$ cat src/rtl/cbs_pkg.sv
// Shared constants and state encoding for the CBS ingress path.
package cbs_pkg;

  localparam logic [15:0] TPID_CTAG       = 16'h8100;
  localparam logic [15:0] TPID_STAG       = 16'h88A8;
  localparam int          HDR_LEN         = 15;
  localparam logic [15:0] PCP_MAP_DEFAULT = 16'hFA50;

  typedef enum logic [1:0] {
    S_HDR   = 2'd0,
    S_DRAIN = 2'd1,
    S_PASS  = 2'd2
  } state_t;

endpackage

$ cat src/rtl/pcp_hdr_buf.sv
// Header holding buffer: one write port, one asynchronous read port.
module pcp_hdr_buf #(
  parameter int DEPTH = 15,
  parameter int WIDTH = 10,
  parameter int AW    = 4
) (
  input  logic             clk,
  input  logic             we,
  input  logic [AW-1:0]    waddr,
  input  logic [WIDTH-1:0] wdata,
  input  logic [AW-1:0]    raddr,
  output logic [WIDTH-1:0] rdata
);

  // Contents are not reset; the top's byte count decides what is valid.
  logic [WIDTH-1:0] mem [DEPTH];

  always_ff @(posedge clk) begin
    if (we) mem[waddr] <= wdata;
  end

  assign rdata = mem[raddr];

endmodule

$ cat src/rtl/pcp_classifier.sv
// Buffers the 15-byte Ethernet header, maps the 802.1Q PCP to a class code on tdest.
// Optional: define PCP_CLASSIFIER_STAG_EN to also classify 802.1ad (88A8) tagged frames.
module pcp_classifier
  import cbs_pkg::*;
#(
  parameter int C_AXIS_TDATA_WIDTH = 8,
  parameter int C_AXIS_TKEEP_WIDTH = C_AXIS_TDATA_WIDTH / 8,
  parameter int C_AXIS_TDEST_WIDTH = 2,
  parameter logic [8*C_AXIS_TDEST_WIDTH-1:0] PCP_MAP = PCP_MAP_DEFAULT,
  parameter logic [C_AXIS_TDEST_WIDTH-1:0]   DEFAULT_DEST = '0
) (
  input  logic                          clk,
  input  logic                          rst,
  input  logic [C_AXIS_TDATA_WIDTH-1:0] s_axis_tdata,
  input  logic [C_AXIS_TKEEP_WIDTH-1:0] s_axis_tkeep,
  input  logic                          s_axis_tvalid,
  output logic                          s_axis_tready,
  input  logic                          s_axis_tlast,
  output logic [C_AXIS_TDATA_WIDTH-1:0] m_axis_tdata,
  output logic [C_AXIS_TKEEP_WIDTH-1:0] m_axis_tkeep,
  output logic                          m_axis_tvalid,
  input  logic                          m_axis_tready,
  output logic                          m_axis_tlast,
  output logic [C_AXIS_TDEST_WIDTH-1:0] m_axis_tdest
);

  localparam int         BW       = C_AXIS_TDATA_WIDTH + C_AXIS_TKEEP_WIDTH + 1;
  localparam logic [3:0] LAST_HDR = 4'(HDR_LEN - 1);

  state_t                        state, state_nxt;
  logic [3:0]                    cnt, rd;
  logic                          frame_ended;
  logic [C_AXIS_TDEST_WIDTH-1:0] dest, class_dest;
  logic [15:0]                   tpid;
  logic                          tpid_hit;
  logic [2:0]                    pcp;
  logic [BW-1:0]                 rd_word;
  logic                          hdr_acc, hdr_done, drain_done, pass_last;

  pcp_hdr_buf #(
    .DEPTH (HDR_LEN),
    .WIDTH (BW),
    .AW    (4)
  ) u_hdr_buf (
    .clk   (clk),
    .we    (hdr_acc),
    .waddr (cnt),
    .wdata ({s_axis_tlast, s_axis_tkeep, s_axis_tdata}),
    .raddr (rd),
    .rdata (rd_word)
  );

  assign hdr_acc    = (state == S_HDR) && !rst && s_axis_tvalid;
  assign hdr_done   = hdr_acc && (s_axis_tlast || (cnt == LAST_HDR));
  assign drain_done = (state == S_DRAIN) && m_axis_tready && (rd == cnt - 4'd1);
  assign pass_last  = (state == S_PASS) && s_axis_tvalid && m_axis_tready && s_axis_tlast;

`ifdef PCP_CLASSIFIER_STAG_EN
  assign tpid_hit = (tpid == TPID_CTAG) || (tpid == TPID_STAG);
`else
  assign tpid_hit = (tpid == TPID_CTAG);
`endif

  // The TCI high byte is classified as it arrives, so the buffer needs no second read port.
  assign pcp        = s_axis_tdata[7:5];
  assign class_dest = ((cnt == LAST_HDR) && tpid_hit)
                      ? PCP_MAP[int'(pcp)*C_AXIS_TDEST_WIDTH +: C_AXIS_TDEST_WIDTH]
                      : DEFAULT_DEST;
  assign m_axis_tdest = dest;

  always_ff @(posedge clk or posedge rst) begin
    if (rst) begin
      state       <= S_HDR;
      cnt         <= '0;
      rd          <= '0;
      frame_ended <= 1'b0;
      dest        <= DEFAULT_DEST;
      tpid        <= '0;
    end else begin
      state <= state_nxt;
      if (hdr_acc) begin
        cnt <= cnt + 4'd1;
        if (cnt == 4'd12 || cnt == 4'd13) tpid <= {tpid[7:0], s_axis_tdata[7:0]};
        if (hdr_done) begin
          frame_ended <= s_axis_tlast;
          dest        <= class_dest;
        end
      end
      if (state == S_DRAIN && m_axis_tready) begin
        rd <= rd + 4'd1;
        if (drain_done) begin
          rd <= '0;
          if (frame_ended) begin
            cnt         <= '0;
            frame_ended <= 1'b0;
          end
        end
      end
      if (pass_last) begin
        cnt <= '0;
        rd  <= '0;
      end
    end
  end

  always_comb begin
    state_nxt     = state;
    s_axis_tready = 1'b0;
    m_axis_tvalid = 1'b0;
    m_axis_tdata  = rd_word[C_AXIS_TDATA_WIDTH-1:0];
    m_axis_tkeep  = '0;
    m_axis_tlast  = 1'b0;
    case (state)
      S_HDR: begin
        s_axis_tready = 1'b1;
        if (hdr_done) state_nxt = S_DRAIN;
      end
      S_DRAIN: begin
        m_axis_tvalid = 1'b1;
        m_axis_tkeep  = rd_word[BW-2 -: C_AXIS_TKEEP_WIDTH];
        m_axis_tlast  = rd_word[BW-1];
        if (drain_done) state_nxt = frame_ended ? S_HDR : S_PASS;
      end
      S_PASS: begin
        m_axis_tvalid = s_axis_tvalid;
        m_axis_tdata  = s_axis_tdata;
        m_axis_tkeep  = s_axis_tkeep;
        m_axis_tlast  = s_axis_tlast;
        s_axis_tready = m_axis_tready;
        if (pass_last) state_nxt = S_HDR;
      end
      default: state_nxt = S_HDR;
    endcase
    if (rst) s_axis_tready = 1'b0;
  end

endmodule

$ cat config.mk
export PLATFORM = sky130hd
export DESIGN_NAME = pcp_classifier
export DESIGN_NICKNAME = d
export VERILOG_FILES = /design/src/rtl/cbs_pkg.sv /design/src/rtl/pcp_hdr_buf.sv /design/src/rtl/pcp_classifier.sv
export SDC_FILE = /design/constraint.sdc
export NUM_CORES = 1
export LEC_CHECK = 0
export ABC_CLOCK_PERIOD_IN_PS = 3600
export CELL_PAD_IN_SITES_DETAIL_PLACEMENT = 2
export CELL_PAD_IN_SITES_GLOBAL_PLACEMENT = 2
export CORE_MARGIN = 2
export CORE_UTILIZATION = 45
export CTS_BUF_LIST = sky130_fd_sc_hd__clkbuf_4
export DETAILED_ROUTE_END_ITERATION = 8
export PLACE_DENSITY = 0.87
export SYNTH_ARGS = -nofsm -noshare
export SYNTH_HDL_FRONTEND = slang
export SYNTH_SLANG_ARGS = --single-unit
$ cat constraint.sdc
create_clock -name clk -period 3.6 [get_ports clk]
set_input_delay 1.08 -clock clk [delete_from_list [all_inputs] [get_ports clk]]
set_output_delay 1.08 -clock clk [all_outputs]
set_load 0.02 [all_outputs]
Word-level counts from Yosys, hierarchy flattened --
Memories as Yosys holds them, arrays and structs flattened. Cells that the tools add are included.
Word-level totals: register bits after elaboration 29, memories 1, memory bits (writable) 150, word-level logic and storage cells 65
Memories:
- u_hdr_buf.mem | words 15, bits a word 10, rd ports 1, clocked after memory_dff 0, write ports 1, line pcp_hdr_buf.sv:16 | logic [WIDTH-1:0] mem [DEPTH];
Operators by class: reductions and logical operators 17, shift operators 1, mux-type cells 27, add/subtract/negate cells 3, equal/unequal tests 10
Operators by type and width (count):
- two-way mux 4 bit | 8
- equality test 16 bit (second input constant) | 1
- indexed part select 16 x 5 -> 2 bit (first input constant) | 1
- equality test 4 bit (second input constant) | 3
- two-way mux 2 bit | 5
- logical AND 1 bit | 9
- adder 4 x 1 -> 4 bit (second input constant) | 2
- two-way mux 1 bit | 8
- two-way mux 8 bit | 1
- one-hot mux 1 bit (2 select lines) | 4
- inequality test 2 bit (second input constant) | 3
- one-hot mux 2 bit (3 select lines) | 1
- equality test 4 bit | 1
- AND reduction 2 bit | 2
- subtractor 4 x 1 -> 4 bit (second input constant) | 1
- AND reduction 3 bit | 1
- equality test 2 x 1 -> 1 bit (second input constant) | 1
- equality test 2 bit (second input constant) | 1
- logical NOT 2 bit | 1
- logical OR 1 bit | 2
- nonzero test 2 bit | 1
- logical NOT 1 bit | 1

Logic depth before layout (Yosys ltp) --
word-level depth 9, gate-level depth with buffers 8

Hierarchy --
A second synthesis with hierarchy kept.
Unflattened totals: cells, all modules 443, area, all modules 7513.5 um2
By module, submodules not included:
- pcp_hdr_buf | seq. area each 4504.3 um2, times used 1, cells an instance 294, area an instance 5884.4 um2
- pcp_classifier | seq. area each 725.7 um2, times used 1, cells an instance 149, area an instance 1629.1 um2

Worst setup path after synthesis --
OpenSTA, ideal clock, no wires.
kind register to output, from register rd[0], to output port m_axis_tdata[7], buffers on the path 4, data arrival time 1.940 ns, setup slack 0.580 ns, stages on the path, launching flop included 9, cells stage by stage dfrtp_1 > buf_6 > buf_12 > buf_6 > buf_4 > mux2i_1 > o211ai_1 > o21ai_0 > a221oi_1
Between the ends: longest elaborated chain between the ends 2
RTL lines:
- start, declared | line pcp_classifier.sv:31 | logic [3:0] cnt, rd;
- start signal, assigned | line pcp_classifier.sv:90 | rd <= rd + 4'd1;
- memory (15 x 10 bit)
- two-way mux 8 bit | line pcp_classifier.sv:113 | case (state)
- end, declared | line pcp_classifier.sv:19 | output logic [C_AXIS_TDATA_WIDTH-1:0] m_axis_tdata,
Every way passes these cells.

Worst setup path after layout --
Same ends and word-level chain as after synthesis.

==> summary.md <==
| Metric | Value |
|---|---|
| Run status | finished, violations left |
| Failing checks | setup timing |
| Post-Syn Instances | 436 |
| Peak supply drop | 0.4146 mV |
| Gr usage total | 0.2844 |
| Kind of critical path | register to output pin |
| Multiplexer area fraction after synthesis | 0.1349 |
| Placed insts | 711 |
| Max Freq | 0.2631 GHz |
| Final net count | 550 |
| Area Growth Syn to Fin | 20.03% |
| Clk sinks | 179 |
| DP Area | roughly 8400 um2 |
| Lkg Pwr | around 3.2 nW |
| Sequential area share after synthesis | 0.6970 |
| FP Rows | between 40 and 50 |
| Max Root-Sink Buffers | 2 |
| Number of buffers added on ports | 27 |
| Drt first pass iters | 5 |
| Synth top area share | 0.6003 |
| Core area | roughly 16000 um2 |
| RR Startpoint | state[0]$_DFFE_PP0P_ |
| First-pass GRT wire length | 35080 um |
| Worst path slowest cell | mux4_2 |
| Die height | between 100 and 150 um |
| Pwr Density | roughly 760 nW/um2 |
| Later-pin clock latency in the skew report | around 0.6 ns |
| Skew final | between 0.02 and 0.025 ns |
| Starting Density | 0.4557 |
| Adder-cell share of the synthesized area | 0.01668 |
| H-tree Lvls | 4 |
| Synth Area in Compound Gates | 0.05103 |
| Die area | between 15000 and 20000 um2 |
| Tmin final | around 3.8 ns |
| Pwr Total | about 6.8 mW |
| Final Max Slew Viols | 0 |
| Layout cells sized above 1 | 0.3395 |
| Fill cells | approximately 1500 |
| Final setup fails | 10 |
| FFs w/ async S/R, synth | 0.1620 |
| Relative slew slack | 0.4916 |
| Setup slack after layout | -0.2007 ns |
| Final instance area | between 9000 and 10000 um2 |
| Critical path required time | between 2 and 3 ns |
| Boundary pin count | 28 |
| Crit path from | rd[0]$_DFFE_PP0P_ |
| Top cells by area, synth | edfxtp_1 60%, dfrtp_1 9.7%, mux4_2 5.4%, mux4_1 4.2%, mux2_2 2.6% |
| Flip-flop and latch area | ~5200 um2 |
| Post-route DRC | 0 |
| Worst Hold Class | register to register |
| Post-DP HPWL | roughly 15000 um |
| Most common flop cell mapped by yosys | edfxtp_1 |
| Post-Synth Simple-Gate Area | 0.06086 |
| Worst slew pin tran | 0.7625 ns |
| Syn nets | 460 |
| Synth area leader | edfxtp_1 |
| Critical Path AT | between 2 and 3 ns |
| Worst-path cell chain | buf_12 -> buf_6 -> mux4_2 -> nor2b_4 -> a2111oi_4 -> a221oi_2 -> buf_4 |
| #FFs+latches synth | around 180 |
| XOR/XNOR Fraction of Synth Area | 0.01284 |
| RSZ-0062 raised after global routing | true |
| Max-cap violations | 0 |
| Non-Filler Instances | 760 |
| Placer congestion estimate | ~0.79 |
| Hold Fails Final Rpt | 0 |
| Mapped Area | 7503 um2 |
| Multi-input logic area | between 2000 and 2500 um2 |
| Yosys warns | 0 |
| DR vias | between 4000 and 5000 |
| Drt total wl | about 25000 um |
| Largest net degree at the start of global routing | 31 |
| Vias in the first global route | between 5000 and 6000 |
| CTS tree | yes |
| Clock-pin slew on the worst setup and hold paths | 0.16 ns |
| Post-synth EDFFs | 150 |
| Worst Path Max Fanout | 5 |
| Chip Width | about 130 um |
| Largest family of logic cells by synthesized area | multiplexers |
| Synthesized area per cell | about 17 um2 |
| Netlist cell types | 44 |
| Root buffer cell | clkbuf_4 |
| Post-DRT Antenna Nets | 0 |
| Initial drt markers | around 370 |
| Pre-CTS setup slack | -0.3864 ns |
| Final Cycle Share | 1.056 |
| DR vias/cell | between 6 and 7 |
| Crit path largest cell delay | approximately 0.54 ns |
| Drt wl/cell | around 32 um |
| CP startpoint kind | register |
| Antenna violations before repair | 1 |
| CTS Buf Count | 17 |
| CP Capture Type | output pin |
| GRT overflow | 0 |
| Reg2reg setup slack | about 1.0 ns |
| Hold Crit Start | tpid[11]$_DFFE_PP0P_ |
sequential cells by signal, indices dropped and copies added (netlist names):
| name | cells |
|---|---|
| cnt | 4 |
| tpid | 16 |
| u_hdr_buf.mem | 150 |
| state | 2 |
| frame_ended | 1 |
| m_axis_tdest | 2 |
| rd | 4 |
worst max-delay path, delay by kind of cell (launching register included):
family / cells / cell delay, ns
AND/OR/NAND/NOR: 1 / 0.16
AO/OA/AOI/OAI: 2 / 0.45
multiplexers: 1 / 0.54
buffers and inverters: 3 / 0.46
flip-flops: 1 / 0.53
report_power, final:
| group | total, mW | internal, mW | switching (mW) |
|---|---|---|---|
| combinational | 2.94 | 1.36 | 1.59 |
| clock | 1.30 | 0.577 | 0.723 |
| sequential | 2.61 | 2.38 | 0.229 |
| total | 6.85 | 4.31 | 2.54 |
metal layers:
layer	vias to the layer above	routed length, um	global-route usage
met5	-	0	0
met2	165	12160	0.4741
met1	2479	10440	0.3696
met3	44	1080	0.04985
met4	0	849	0.1277
li1	1899	-	-
cell type report:
type                            instances  area share
Clock inverter                         11     0.01764
Timing Repair Buffer                   94     0.09475
Antenna cell                            1   0.0002779
Tap cell                              220     0.03056
Multi-Input combinational cell        218      0.2512
Inverter                               16    0.006669
Sequential cell                       179      0.5814
Clock buffer                           21     0.01750
synthesized netlist by cell type, types with 2 or more instances:
library cell and n:
mux4_2 18, o22ai_1 2, o211ai_1 10, nor4_1 2, nor2_1 24, a31o_2 2, buf_6 3, nand4_1 4
mux4_1 12, mux2_2 17, buf_4 2, a32o_1 3, nand3_1 6, clkbuf_1 11, a221oi_1 7, a211oi_1 2
dfrtp_1 29, nand2_1 23, nor4b_1 2, a21oi_1 7, inv_1 16, nor3_1 5, ha_1 10, a2111oi_0 8
buf_2 6, o21ai_0 10, nand2b_1 3, xnor2_1 6, xor2_1 5, mux2i_1 10, nor2b_1 9, edfxtp_1 150
layout by cell type (no fill, tap or decap), types with 16 or more instances in the layout:
cell             count
inv_1               16
edfxtp_1           150
buf_4               56
mux4_2              27
mux2_2              17
nor2_1              24
nand2_1             23
clkbuf_4            21
clkdlybuf4s50_1     16
dfrtp_1             26
cell families after synthesis:
family | Yosys count
adder cells (fa/ha/maj) | 10
flip-flops | 179
multiplexers | 57
AO/OA/AOI/OAI | 53
buffers and inverters | 39
AND/OR/NAND/NOR | 87
XOR/XNOR | 11
what timing repair did:
action | 4_1_cts | 5_1_grt
setup endpoints to repair | 11 | 10
pin swaps | 11 | 6
hold buffers | 0 | 0
setup buffers | 10 | 8
cloned | 2 | 0
gates resized for setup | 97 | 27
metrics by stage:
| step | hold slack [ns] | utilization | setup TNS (ns) |
|---|---|---|---|
| 2_1_floorplan | 0.4722 | - | 0 |
| 3_3_place_gp | 0.4875 | 0.5075 | -1.401 |
| 3_5_place_dp | 0.5006 | 0.5075 | -1.789 |
| 4_1_cts | 0.5316 | 0.5405 | -1.353 |
| 5_1_grt | 0.5574 | 0.5470 | -2.520 |
| 6_report | 0.5329 | 0.5470 | -1.228 |
path summary, 6_finish.rpt:
| kind | endpoint | cells past startpoint |
|---|---|---|
| min reg2reg | tpid[11]$_DFFE_PP0P_ | 1 |
| min | tpid[11]$_DFFE_PP0P_ | 1 |
| max reg2reg | u_hdr_buf.mem[3][7]$_DFFE_PP_ | 7 |
| min in group asynchronous | rd[1]$_DFFE_PP0P_ | 3 |
| max | m_axis_tdata[7] | 7 |
| max in group asynchronous | tpid[9]$_DFFE_PP0P_ | 3 |
No activity file was read; power rests on OpenSTA's default activity.
